## config.mk

```make
export PLATFORM = sky130hd
export DESIGN_NAME = spi_slave_rx
export DESIGN_NICKNAME = d
export VERILOG_FILES = /design/src/rtl/spi_slave_rx.sv
export SDC_FILE = /design/constraint.sdc
export NUM_CORES = 1
export LEC_CHECK = 0
export CAP_MARGIN = 20
export CORE_AREA = 5 5 56 58
export DETAILED_ROUTE_END_ITERATION = 8
export DIE_AREA = 0 0 61 63
export PLACE_DENSITY = 0.75
export SLEW_MARGIN = 20
export SYNTH_ARGS = -nofsm -noshare
export SYNTH_HDL_FRONTEND = slang
export SYNTH_SLANG_ARGS = --single-unit
export TNS_END_PERCENT = 20
```

## constraint.sdc

```tcl
create_clock -name clk -period 2 [get_ports clk]
set_input_delay 0.4 -clock clk [delete_from_list [all_inputs] [get_ports clk]]
set_output_delay 0.4 -clock clk [all_outputs]
set_load 0.02 [all_outputs]
```

## src/rtl/spi_slave_rx.sv

```systemverilog
// spi_slave_rx: SPI mode-0 slave receiver/transmitter, MSB first, one WIDTH-bit word per CS-low frame.
// Ports: clk/rst system clock and sync active-high reset; SCLK/CS/MOSI async master inputs;
//        MISO serial reply; tx_data word returned next frame; rx_data last complete word;
//        rx_valid pulse on rx_data update; busy frame in progress; frame_err pulse on short frame.
module spi_slave_rx #(
    parameter int WIDTH       = 4,
    parameter int SYNC_STAGES = 2
) (
    input  logic             clk,
    input  logic             rst,
    input  logic             SCLK,
    input  logic             CS,
    input  logic             MOSI,
    output logic             MISO,
    input  logic [WIDTH-1:0] tx_data,
    output logic [WIDTH-1:0] rx_data,
    output logic             rx_valid,
    output logic             busy,
    output logic             frame_err
);
    localparam int CW = $clog2(WIDTH + 1);
    typedef enum logic [1:0] {IDLE, SHIFT, HOLD} state_t;
    state_t                 state_q;
    logic [SYNC_STAGES-1:0] sclk_q, cs_q, mosi_q, vld_q;
    logic                   sclk_prev_q, cs_prev_q, armed_q;
    logic [WIDTH-1:0]       rx_q, tx_q;
    logic [CW-1:0]          cnt_q;
    logic                   sclk_s, cs_s, mosi_s;
    logic                   sclk_rise, sclk_fall, cs_rise, cs_fall;
    assign sclk_s    = sclk_q[SYNC_STAGES-1];
    assign cs_s      = cs_q[SYNC_STAGES-1];
    assign mosi_s    = mosi_q[SYNC_STAGES-1];
    assign sclk_rise = sclk_s & ~sclk_prev_q;
    assign sclk_fall = ~sclk_s & sclk_prev_q;
    assign cs_rise   = cs_s & ~cs_prev_q;
    assign cs_fall   = ~cs_s & cs_prev_q;
    assign MISO      = busy & tx_q[WIDTH-1];
    // vld_q marks when the synchronizer holds real pin samples rather than reset fill;
    // armed_q requires a genuine CS-high sample so a frame already in progress at reset release is ignored.
    always_ff @(posedge clk) begin
        if (rst) begin
            sclk_q      <= '0;
            cs_q        <= '1;
            mosi_q      <= '0;
            vld_q       <= '0;
            sclk_prev_q <= 1'b0;
            cs_prev_q   <= 1'b1;
            armed_q     <= 1'b0;
            state_q     <= IDLE;
            rx_q        <= '0;
            tx_q        <= '0;
            cnt_q       <= '0;
            rx_data     <= '0;
            rx_valid    <= 1'b0;
            busy        <= 1'b0;
            frame_err   <= 1'b0;
        end else begin
            sclk_q      <= {sclk_q[SYNC_STAGES-2:0], SCLK};
            cs_q        <= {cs_q[SYNC_STAGES-2:0], CS};
            mosi_q      <= {mosi_q[SYNC_STAGES-2:0], MOSI};
            vld_q       <= {vld_q[SYNC_STAGES-2:0], 1'b1};
            sclk_prev_q <= sclk_s;
            cs_prev_q   <= cs_s;
            armed_q     <= armed_q | (vld_q[SYNC_STAGES-1] & cs_s);
            rx_valid    <= 1'b0;
            frame_err   <= 1'b0;
            unique case (state_q)
                IDLE: if (armed_q && cs_fall) begin
                    state_q <= SHIFT;
                    tx_q    <= tx_data;
                    cnt_q   <= '0;
                    busy    <= 1'b1;
                end
                SHIFT: begin
                    if (cnt_q == CW'(WIDTH)) begin
                        rx_data  <= rx_q;
                        rx_valid <= 1'b1;
                        state_q  <= HOLD;
                    end else if (cs_rise) begin
                        frame_err <= 1'b1;
                        busy      <= 1'b0;
                        state_q   <= IDLE;
                    end else if (sclk_rise) begin
                        rx_q  <= {rx_q[WIDTH-2:0], mosi_s};
                        cnt_q <= cnt_q + CW'(1);
                    end else if (sclk_fall) begin
                        tx_q <= {tx_q[WIDTH-2:0], 1'b0};
                    end
                end
                HOLD: if (cs_rise) begin
                    busy    <= 1'b0;
                    state_q <= IDLE;
                end
                default: state_q <= IDLE;
            endcase
        end
    end
endmodule

```

-- Word level (Yosys, flattened, before mapping)
Cells that the tools add are included.
- $add $sub $neg: 1
- eq/ne operators: 9
- multiplexer cells: 22
- bitwise logic cells: 14
- reductions and logical operators: 11
- operator list (kind ; number):
    4-bit 2-to-1 mux ; 5
    3-bit 2-to-1 mux ; 4
    2-bit inequality test (second input constant) ; 6
    4-bit case mux with 2 select lines ; 1
    1-bit NOT ; 7
    1-bit bitwise AND ; 6
    1-bit 2-to-1 mux ; 6
    2-bit 2-to-1 mux ; 3
    2-bit case mux with 3 select lines ; 1
    3-bit case mux with 2 select lines ; 1
    6-bit AND reduction ; 1
    5-bit AND reduction ; 1
    4-bit AND reduction ; 1
    3-bit by 1-bit adder with 3-bit output (second input constant) ; 1
    3-bit == test (second input constant) ; 1
    1-bit case mux with 3 select lines ; 1
    3-bit AND reduction ; 1
    3-bit nonzero test ; 1
    3-bit OR reduction ; 1
    2-bit by 1-bit == test with 1-bit output (second input constant) ; 1
    2-bit == test (second input constant) ; 1
    2-bit logical NOT ; 1
    2-bit AND reduction ; 1
    2-bit nonzero test ; 1
    other kinds (3) ; 3
- bits in registers: 31
- input bits: 9
- output and inout bits: 8
- logic and storage cells: 73

-- Depth between registers and ports, before layout
- word-level depth: 7
- gate-level depth with buffers: 7

-- Worst setup path after synthesis
Ideal clock, no wire load.
- path kind: register to register
- start: reg state_q[1]
- end: reg tx_q[1]
- library setup time: 0.070 ns
- arrival: 1.593 ns
- setup slack: 0.338 ns
- stages on the path, launching flop included: 8
- buffers on the path: 1
- cell sequence: dfxtp_1 > inv_1 > ha_1 > buf_6 > or2b_1 > o31a_1 > or3_1 > a21oi_1
- cells in the longest elaborated chain, start to end: 3
- ends and longest elaborated chain (element ; RTL line ; text):
    start, declared ; 23 ; state_t state_q;
    start signal, assigned ; 49 ; state_q <= IDLE;
    start signal, assigned ; 69 ; state_q <= SHIFT;
    start signal, assigned ; 78 ; state_q <= HOLD;
    2-bit by 1-bit == test with 1-bit output or 2-bit logical NOT (tied branches) ; 67 ; unique case (state_q)
    2-bit inequality test (no source line) or 2-bit nonzero test (tied branches) ; n/a ;
    6-bit AND reduction (no source line) ; n/a ;
    end signal, assigned ; 70 ; tx_q <= tx_data;
    end signal, assigned ; 87 ; tx_q <= {tx_q[WIDTH-2:0], 1'b0};
    end, declared ; 26 ; logic [WIDTH-1:0] rx_q, tx_q;
Parallel ways exist; a longest one is shown, timed or not.
A chain may end at the register's enable or synchronous reset.

-- Worst setup path in the final report
- start: reg busy
- end: out MISO
- cells in the longest elaborated chain, start to end: 1
- ends and longest elaborated chain (element ; RTL line ; text):
    start, declared ; 18 ; output logic busy,
    start signal, assigned ; 55 ; busy <= 1'b0;
    start signal, assigned ; 72 ; busy <= 1'b1;
    start signal, assigned ; 81 ; busy <= 1'b0;
    1-bit bitwise AND ; 37 ; assign MISO = busy & tx_q[WIDTH-1];
    end, declared ; 14 ; output logic MISO,
Every way passes these cells.

==> results by group <==
Worst setup path
  • CP required: 1.60 ns
  • Worst R2R Start: state_q[1]
  • R2R Setup Slk: 0.14 ns
  • Crit Path Class: reg -> out
  • CP arrival: 1.47 ns
  • CP cell instances: and2_1 > clkdlybuf4s50_1
  • Max incr delay on CP: 0.62 ns
  • Slowest cell on crit path: clkdlybuf4s50_1
  • Maximum fanout along the worst path: 3
  • Startpoint Class: register
  • R2r endpoint: tx_q[3]
  • Crit end category: output port
  • Reg2reg path depth: 6

Place
  • Port Buffers: 16
  • Dpl ws: 0.1565 ns
  • Number of cells after detailed placement: 178
  • Area after DPL: 0.001486 mm^2
  • Post-detail-place hpwl: 1.874 mm
  • Routability congestion estimate: 0.8360

Global route
  • Vias in the first global route: 1031
  • Global-route wire length before repair: 4.436 mm
  • Initial antenna violation count: 0
  • Grt ovf: 0
  • Largest net degree at the start of global routing: 13
  • GRT Total Usage: 0.1608

Final layout
  • ANT cells: 0
  • Fraction of layout cells with a size suffix above 1: 0.1290
  • Fin cells: 186
  • P&R area growth vs syn: 20.75%
  • Fin area: 0.001573 mm^2
  • Nets: 169

Timing
  • Crit path time final: 1.868 ns
  • Final Max Tran Viols: 0
  • Final WS setup: 0.1325 ns
  • Post-route clock period utilization: 0.9338
  • Worst clock skew: 0.005563 ns
  • Final hold violations: 0
  • Slew margin rel.: 0.6928
  • # setup viols final: 0
  • Post-route setup TNS: 0 ns
  • Hold Slack: 0.4191 ns
  • RSZ-0062 raised after global routing: false
  • Worst-Margin Slew: 0.4609 ns
  • Fmax: 535.5 MHz

Clock tree
  • Num CTS Buffers: 5
  • # hold bufs at CTS: 0
  • Post-CTS sizing: 0
  • Root Buffer: clkbuf_4
  • H-tree levels: 2
  • Clock slew at reported path FFs: 0.10 ns
  • Clock tree from TritonCTS: done
  • Clk sink count: 31
  • Longest Clk Path Bufs: 2
  • Worst skew pair latency: 0.34 ns
  • Post CTS Setup Buffer Count: 0

Synth
  • Mapped Nets: 148
  • Avg Cell Area, Syn: 9.793 um^2
  • Synth Cell Area: 0.001302 mm^2
  • Sequential share of the synthesized area: 0.4765
  • Async SR Flop Fraction: 0
  • Post-synthesis instance total: 133
  • Ys Warns: 0
  • Ys flop type: dfxtp_1
  • Number of flops mapped to enable cells by yosys: 0
  • Flops & latches, synth: 31
  • Distinct cells, synth: 38

Floorplan
  • Initial Util: 0.4981
  • Die ar.: 0.003843 mm^2
  • CORE AREA: 0.002615 mm^2
  • I/O pin count: 17
  • Die Width: 61 um
  • Die Y: 63 um
  • Site Rows: 19

Run
  • Max cap viols: 0

Drt
  • DR vias: 1001
  • DRC errors left: 0
  • Drt pass-1 iters: 4
  • Post-route ant nets: 0
  • Starting DRT DRC Count: 23
  • DR vias/cell: 5.382
  • Wire per inst: 13.98 um
  • DRT Wirelength: 2.600 mm

Hold path
  • Min-delay src: cs_q[0]
  • Hold Crit Depth: 1
  • Hold path endpoint: cs_q[1]
  • Hold crit path type: reg -> reg

Pwr
  • P_leak: 0.6446 nW
  • Max rail drop VDD: 0.5526 mV
  • Pwr per Cell Area: 777.3 mW/mm^2

Run status
  • Outcome: completed
metal layers:
| layer | wire (um) | GRT usage | part of all wire | vias up |
|---|---|---|---|---|
| met4 | 69 | 0.1030 | 0.027 | 0 |
| met2 | 1279 | 0.2513 | 0.49 | 12 |
| met1 | 1138 | 0.1768 | 0.44 | 478 |
| met5 | 0 | 0 | 0 | - |
| met3 | 113 | 0.05992 | 0.043 | 8 |
| li1 | - | - | - | 503 |
worst max path at each step:
stage               startpoint      end  slack [ns]
floorplan           state_q[1]  tx_q[1]        0.34
global placement    state_q[1]  tx_q[3]        0.25
detailed placement  state_q[1]  tx_q[1]        0.16
CTS                       busy     MISO        0.12
global route        state_q[1]  tx_q[2]       0.003
finish                    busy     MISO        0.13
registers in the layout, summed over array words and instances (netlist names), 2 cells and up:
name and count:
cnt_q 3, sclk_q 2, state_q 2, cs_q 2, tx_q 4, rx_data 4
mosi_q 2, rx_q 4, vld_q 2
critical path, delay by kind of cell, from the launching register on:
| kind | cells | cell delay, ns |
|---|---|---|
| DFF | 1 | 0.37 |
| and+or+nand+nor | 1 | 0.14 |
| buffers and inverters | 1 | 0.62 |
final cells by class:
| class | instances | area (um^2) |
|---|---|---|
| clock buffers | 6 | 51.30 |
| clock inverters | 2 | 35.03 |
| fillers | 237 | 1042 |
| inverters | 7 | 26.28 |
| multi-input cells | 90 | 618.1 |
| flip-flops and latches | 31 | 620.6 |
| well taps | 31 | 38.79 |
| repair buffers | 19 | 182.7 |
metrics by stage:
stage	utilization	power (mW)
after floorplan	-	0.6890
after global placement	0.5684	0.7135
after detailed placement	0.5684	0.7164
after CTS	0.6014	1.228
after global routing	0.6014	1.271
final	0.6014	1.223
kinds of logic (layout without fill, tap and decap cells):
group | count (synthesis) | count (layout) | share of synthesized area
DFF | 31 | 31 | 0.4765
adders and majority gates | 6 | 6 | 0.05764
and+or+nand+nor | 44 | 44 | 0.1950
buffers and inverters | 12 | 34 | 0.04899
AOI/OAI and AO/OA | 29 | 29 | 0.1374
muxes | 11 | 11 | 0.08454
where the power goes:
group	internal, mW	total [mW]	switching [mW]
clock network	0.295	0.520	0.225
registers	0.630	0.637	0.00630
logic	0.0339	0.0658	0.0320
cell usage after synthesis (2+ instances only):
cell type / instances / area share
dfxtp_1: 31 / 0.48
nor2_1: 12 / 0.035
mux2i_1: 11 / 0.085
a21oi_1: 10 / 0.038
nor2b_1: 8 / 0.038
inv_1: 7 / 0.020
ha_1: 6 / 0.058
o21ai_0: 6 / 0.023
or3_1: 4 / 0.019
or2_2: 3 / 0.014
a31oi_1: 2 / 0.0096
buf_6: 2 / 0.017
nand3_1: 2 / 0.0077
nor3_1: 2 / 0.0077
o21a_1: 2 / 0.012
o21ai_1: 2 / 0.0077
or4_1: 2 / 0.012
layout by cell type, fill, tap and decap left out, drive strengths merged:
cell	count
dfxtp	31
clkdlybuf4s50	16
nor2	12
mux2i	11
a21oi	10
o21ai	9
nor2b	8
inv	7
ha	6
clkbuf	6
or3	4
or2	3
buf	3
nand3	3
o21a	2
nor3	2
or4	2
a31oi	2
nand2	2
and2	1
and3b	1
or2b	1
o31a	1
nand4	1
nand2b	1
o311ai	1
o41ai	1
a21boi	1
and3	1
o31ai	1
o211ai	1
and2b	1
nand4b	1
bufinv	1
clkinv	1
No activity file was read; power rests on OpenSTA's default activity.
